$ cat config.mk
export PLATFORM = sky130hd
export DESIGN_NAME = mem_wb_skid
export DESIGN_NICKNAME = d
export VERILOG_FILES = /design/src/rtl/mem_wb_skid.sv
export SDC_FILE = /design/constraint.sdc
export NUM_CORES = 1
export LEC_CHECK = 0
export CAP_MARGIN = 20
export CORE_MARGIN = 5
export CORE_UTILIZATION = 60
export DETAILED_ROUTE_END_ITERATION = 10
export DONT_BUFFER_PORTS = 1
export PLACE_DENSITY = 0.78
export SYNTH_ARGS = -nofsm -noshare
export SYNTH_HDL_FRONTEND = slang
export SYNTH_SLANG_ARGS = --single-unit
$ cat constraint.sdc
create_clock -name clk -period 2.4 [get_ports clk]
set_input_delay 0.24 -clock clk [delete_from_list [all_inputs] [get_ports clk]]
set_output_delay 0.24 -clock clk [all_outputs]
set_load 0.02 [all_outputs]
$ cat src/rtl/mem_wb_skid.sv
// MEM->WB pipeline register with a two-entry skid buffer (head + skid).
// Load data is sign/zero-extended at capture so WB sees a finished result.
module mem_wb_skid #(
  parameter int unsigned REGSIZE = 32,
  parameter int unsigned RDW     = 5
) (
  input  logic               clk,
  input  logic               r,
  input  logic               flush,
  input  logic               in_valid,
  output logic               in_ready,
  input  logic               reg_write_i,
  input  logic               mem_2_reg_i,
  input  logic [2:0]         funct3_i,
  input  logic [RDW-1:0]     rd_i,
  input  logic [REGSIZE-1:0] alu_result_i,
  input  logic [REGSIZE-1:0] read_data_i,
  output logic               out_valid,
  input  logic               out_ready,
  output logic               reg_write_o,
  output logic [RDW-1:0]     rd_o,
  output logic [REGSIZE-1:0] wb_data_o,
  output logic [1:0]         occupancy_o
);

  typedef enum logic [2:0] {
    F3_LB  = 3'b000,
    F3_LH  = 3'b001,
    F3_LW  = 3'b010,
    F3_LBU = 3'b100,
    F3_LHU = 3'b101
  } funct3_e;

  logic               head_v_q, head_rw_q, skid_v_q, skid_rw_q;
  logic [RDW-1:0]     head_rd_q, skid_rd_q;
  logic [REGSIZE-1:0] head_data_q, skid_data_q;
  logic [1:0]         occ_q;

  logic               head_v_n, head_rw_n, skid_v_n, skid_rw_n;
  logic [RDW-1:0]     head_rd_n, skid_rd_n;
  logic [REGSIZE-1:0] head_data_n, skid_data_n;
  logic [1:0]         occ_n;

  logic [1:0]         off;
  logic [7:0]         byte_sel;
  logic [15:0]        half_sel;
  logic [REGSIZE-1:0] load_fmt;
  logic [REGSIZE-1:0] cap_data;
  logic               cap_rw;
  logic               accept, drain;

  // Load formatting: pick byte/halfword lane from the low address bits.
  always_comb begin
    off      = alu_result_i[1:0];
    byte_sel = 8'(read_data_i >> {off, 3'b000});
    half_sel = 16'(read_data_i >> {off[1], 4'b0000});
    case (funct3_e'(funct3_i))
      F3_LB:   load_fmt = {{(REGSIZE-8){byte_sel[7]}}, byte_sel};
      F3_LBU:  load_fmt = {{(REGSIZE-8){1'b0}}, byte_sel};
      F3_LH:   load_fmt = {{(REGSIZE-16){half_sel[15]}}, half_sel};
      F3_LHU:  load_fmt = {{(REGSIZE-16){1'b0}}, half_sel};
      F3_LW:   load_fmt = read_data_i;
      default: load_fmt = read_data_i;
    endcase
    cap_data = mem_2_reg_i ? load_fmt : alu_result_i;
    cap_rw   = reg_write_i && (rd_i != '0);
  end

  assign in_ready    = !skid_v_q;
  assign out_valid   = head_v_q;
  assign reg_write_o = head_rw_q;
  assign rd_o        = head_rd_q;
  assign wb_data_o   = head_data_q;
  assign occupancy_o = occ_q;

  assign accept = in_valid && in_ready;
  assign drain  = head_v_q && out_ready;

  // head_rw is kept cleared whenever head goes invalid so reg_write_o needs no gating.
  always_comb begin
    head_v_n    = head_v_q;
    head_rw_n   = head_rw_q;
    head_rd_n   = head_rd_q;
    head_data_n = head_data_q;
    skid_v_n    = skid_v_q;
    skid_rw_n   = skid_rw_q;
    skid_rd_n   = skid_rd_q;
    skid_data_n = skid_data_q;
    if (flush) begin
      head_v_n  = 1'b0;
      head_rw_n = 1'b0;
      skid_v_n  = 1'b0;
      skid_rw_n = 1'b0;
    end else if (drain) begin
      if (skid_v_q) begin
        head_v_n    = 1'b1;
        head_rw_n   = skid_rw_q;
        head_rd_n   = skid_rd_q;
        head_data_n = skid_data_q;
        skid_v_n    = 1'b0;
        skid_rw_n   = 1'b0;
      end else if (accept) begin
        head_v_n    = 1'b1;
        head_rw_n   = cap_rw;
        head_rd_n   = rd_i;
        head_data_n = cap_data;
      end else begin
        head_v_n  = 1'b0;
        head_rw_n = 1'b0;
      end
    end else if (accept) begin
      if (!head_v_q) begin
        head_v_n    = 1'b1;
        head_rw_n   = cap_rw;
        head_rd_n   = rd_i;
        head_data_n = cap_data;
      end else begin
        skid_v_n    = 1'b1;
        skid_rw_n   = cap_rw;
        skid_rd_n   = rd_i;
        skid_data_n = cap_data;
      end
    end
    occ_n = {1'b0, head_v_n} + {1'b0, skid_v_n};
  end

  always_ff @(posedge clk or negedge r) begin
    if (!r) begin
      head_v_q    <= 1'b0;
      head_rw_q   <= 1'b0;
      head_rd_q   <= '0;
      head_data_q <= '0;
      skid_v_q    <= 1'b0;
      skid_rw_q   <= 1'b0;
      skid_rd_q   <= '0;
      skid_data_q <= '0;
      occ_q       <= '0;
    end else begin
      head_v_q    <= head_v_n;
      head_rw_q   <= head_rw_n;
      head_rd_q   <= head_rd_n;
      head_data_q <= head_data_n;
      skid_v_q    <= skid_v_n;
      skid_rw_q   <= skid_rw_n;
      skid_rd_q   <= skid_rd_n;
      skid_data_q <= skid_data_n;
      occ_q       <= occ_n;
    end
  end

endmodule

; ---- Word-level counts from Yosys, hierarchy flattened
; Cells that the tools add are included.
[word_totals]
register_bits = 80
[op_classes]
addsub = 1
eq_ne = 6
shift = 2
n_mux = 32
n_bitwise = 2
n_reduce_logical = 14
[ops]
columns = cell, count
row1 = $mux 32, 6
row2 = $pmux 32 s4, 1
row3 = $shr 32x5->16, 1
row4 = $shr 32x5->8, 1
row5 = $mux 5, 5
row6 = $mux 1, 20
row7 = $reduce_and 4->1, 2
row8 = $eq 3x3->1 const B, 2
row9 = $reduce_bool 3->1, 2
row10 = $reduce_bool 5->1, 1
row11 = $reduce_bool 2->1, 2
row12 = $eq 3x1->1 const B, 1
row13 = $logic_and 1x1->1, 3
row14 = $logic_not 3->1, 1
row15 = $ne 3x2->1 const B, 1
row16 = $ne 3x3->1 const B, 1
row17 = $reduce_and 3->1, 1
row18 = $add 1x1->2, 1
row19 = $ne 2x1->1 const B, 1
row20 = $not 1->1, 2
row21 = $reduce_and 2->1, 1
row22 = $logic_not 1->1, 1

; ---- Logic depth before layout (Yosys ltp)
[depth]
depth_word = 7
mapped_depth = 9
mapped_depth_nobuf = 4

; ---- Worst setup path before layout
; OpenSTA, ideal clock, no wires.
[synth_path]
path_kind = reg-to-reg
startpoint = register head_v_q, in the netlist out_valid
endpoint = register head_data_q[27], in the netlist wb_data_o[27]
setup_ns = 0.110
arrival_ns = 1.648
required_time_ns = 2.290
path_slack_ns = 0.641
stages_incl_launch_ff = 7
n_path_buf = 3
synth_period_minus_slack_ns = 1.759
path_cell_list = dfrtp_1 > buf_2 > nor2b_1 > a211o_1 > buf_4 > buf_6 > o41ai_1
[synth_via]
elab_chain_cells = 3
elab_cells_between_ends = 5
cone_classes = 1 x eq/ne / 1 x mux / 3 x reduce/logical
[synth_lines]
columns = item, line
row1 = from (decl), 34  ; logic head_v_q, head_rw_q, skid_v_q, skid_rw_q;
row2 = from (signal assigned), 139  ; head_v_q <= head_v_n;
row3 = $logic_and 1x1->1, 77  ; assign drain = head_v_q && out_ready;
row4 = $ne 2x1->1 (no source line) or $reduce_bool 2->1 (tied branches), --
row5 = $reduce_and 4->1 (no source line), --
row6 = to (signal assigned), 142  ; head_data_q <= head_data_n;
row7 = to (decl), 36  ; logic [REGSIZE-1:0] head_data_q, skid_data_q;
; Parallel ways exist; a longest one is shown, timed or not.
; A chain may end at the register's enable or synchronous reset.

; ---- Worst setup path after layout
[layout_path]
startpoint = register skid_v_q
endpoint = register head_data_q[27], in the netlist wb_data_o[27]
[layout_via]
elab_chain_cells = 4
elab_cells_between_ends = 7
cone_classes = 2 x mux / 5 x reduce/logical
[layout_lines]
columns = item, line
row1 = from (decl), 34
row2 = from (signal assigned), 143  ; skid_v_q <= skid_v_n;
row3 = $logic_not 1->1, 69  ; assign in_ready = !skid_v_q;
row4 = $logic_and 1x1->1, 76  ; assign accept = in_valid && in_ready;
row5 = $reduce_bool 2->1 (no source line), --
row6 = $reduce_and 4->1 (no source line), --
; Parallel ways exist; a longest one is shown, timed or not.

==> impl_metrics.yaml <==
grt:
  grt_pass1_vias: 3741
  grt_max_degree: 81
  grt_use_met1_pct: 34.0
  grt_overflow: 0
  grt_pass1_wl_mm: 19.9
  grt_use_total_pct: 26.5
  grt.met2_usage_pct: 41.9
  grt_busiest_layer: "met2"
  use_met3_pct: 9.12
  antenna_found_initial: 0
layout:
  drive_gt1_share_pct: 7.09
  area_delta_synth_final_pct: 6.80
  diodes: 0
  postLayoutCoreUtil_pct: 66.8
  final_area_um2: 4890
  fin_nets: 569
  layoutNonFillerInstCount: 593
route:
  wl_mm: 12.7
  via_per_inst: 6.65
  ant_nets: 0
  drtIter0Drc: 330
  drc: 0
  routedWlPerCell_um: 21.4
  vias: 3944
  drtPass1Iterations: 5
synthesis:
  synth_area_um2: 4580
  yosys_warnings: 0
  yosys.cell_count.top_type: "dfrtp_1"
  syn_avg_cell_area_um2: 9.07
  synthTopCellsByArea: "dfrtp_1 44%, mux2i_1 6.1%, nand2_1 5.7%"
  syn-num-nets: 585
  synthTopCellsByCount: "80 x dfrtp_1, 70 x nand2_1, 41 x nor2_1, 32 x and2_1, 28 x mux2i_1"
  ys_seq_area_share_pct: 43.7
  synth_ff_type: "dfrtp_1"
  ys_types: 50
  synth_top_area_cell: "dfrtp_1"
  synth-edff-count: 0
  async_flop_share_pct: 100
  ys_ff_latch: 80
  synth_cells: 505
  yosys.area.top_type_share_pct: 43.7
floorplanning:
  die_h_um: 97.4
  die_w_um: 97.4
  io_pins: 121
  row_count: 31
  start_util_pct: 62.5
  dieArea_um2: 9480
  core_area_um2: 7330
clock_tree:
  clk_latency_ns: 0.37
  cts.path.max_buffers: 2
  cts_tree: "done"
  cts_resized: 0
  clkSinkCount: 80
  cts_setup_buffers: 0
  htreeDepth: 3
  cts.clk_slew.worst_paths_ns: 0.09
  cts_root_buf: "clkbuf_8"
  cts_buffers: 9
  hold_buffers: 9
setup_path:
  start_kind: "flop"
  arrival_ns: 2.29
  critPathKind: "flop to flop"
  cp_max_fo: 28
  crit_path_end_kind: "flop"
  crit_required_ns: 2.63
timing:
  final-setup-viol-count: 0
  timing.fmax_ghz: 0.484
  clock_skew_ns: 0.00801
  timing.slew.headroom_pct: 31.6
  report.final.slew_viol_count: 0
  rsz0062_at_grt: "no"
  finalHoldViolCount: 0
  tns_ns: 0
  finalCritPeriodShare_pct: 86.0
  fin_ws_ns: 0.335
  period_needed_ns: 2.06
  worstMarginPinSlew_ns: 1.03
placement:
  placement.io_buffers: 0
  post-place-ws_ns: 0.398
  place_area_um2: 4580
  place_congestion: 0.880
  place_hpwl_mm: 8.49
  dp.cells: 568
run_status:
  status: "finished clean"
worst_hold_path:
  hold_class: "primary input to flop"
job:
  cap_violations: 0
pwr:
  irDropWorstVdd_mv: 0.452
  p_leak_uw: 0.00197
  cellPowerDensity_nw_per_um2: 752
## through the flow
| step | power, uW | hold WS (ns) |
|---|---|---|
| floorplan | 2490 | -0.0556 |
| global placement | 2580 | -0.0530 |
| detailed placement | 2620 | -0.0532 |
| CTS | 3700 | 0.000723 |
| global route | 3880 | 0.0118 |
| finish | 3680 | 0.0127 |
## cell usage in the layout, fill, tap and decap left out, types with 10 or more instances in the layout
master,instances
a31oi_1,11
and2_1,32
dfrtp_1,80
mux2i_1,28
nand2_1,70
nand3_1,10
nor2_1,41
o21ai_0,24
o22ai_1,19
o31ai_1,19
o41ai_1,17
## report_power, final
part           internal (uW)  switching [uW]
registers               1650             355
logic                    292             347
clock network            491             549
total                   2430            1250
## worst paths after layout
check	depth (start not counted)	start	slack [ns]	to
worst min register to register	2	skid_data_q[19]	0.47	skid_data_q[19]
worst max register to register	3	skid_v_q	0.34	wb_data_o[27]
min in group asynchronous	2	r	0.45	wb_data_o[4]
worst min-delay path	2	rd_i[0]	0.01	rd_o[0]
max in group asynchronous	2	r	1.61	wb_data_o[25]
worst max-delay path	3	skid_v_q	0.34	wb_data_o[27]
## final cells by class
cell class / count / area [um2]
Fill cell: 609 / 2440
Multi-Input combinational cell: 373 / 2350
Sequential cell: 80 / 2000
Timing Repair Buffer: 16 / 185
Clock buffer: 9 / 124
Tap cell: 99 / 124
Clock inverter: 7 / 78.8
Inverter: 9 / 33.8
## logic make-up (layout without fill, tap and decap cells)
kind of cell,after synthesis,after routing,synth area share [%]
fa+ha+maj,1,1,0.273
buf+inv,52,41,5.32
compound gates,147,147,22.9
flops,80,80,43.7
mux,31,31,7.10
simple gates,194,194,20.7
## flip-flops by register name, summed over array words and instances, names as in the netlist
| register | flops |
|---|---|
| skid_rw_q | 1 |
| reg_write_o | 1 |
| skid_rd_q | 5 |
| out_valid | 1 |
| occupancy_o | 2 |
| skid_data_q | 32 |
| wb_data_o | 32 |
| skid_v_q | 1 |
| rd_o | 5 |
## per-layer routing
layer / part of all wire [%] / routed length (um)
met1: 39 / 4890
met2: 49 / 6150
met4: 1.7 / 210
met3: 11 / 1420
met5: 0 / 0
## worst max-delay path: stages, from the launching register on
cell and delay (ns):
dfrtp_1 0.48, nand2_1 0.17, a211o_1 0.71, o41ai_1 0.56
No activity file was read; power rests on OpenSTA's default activity.
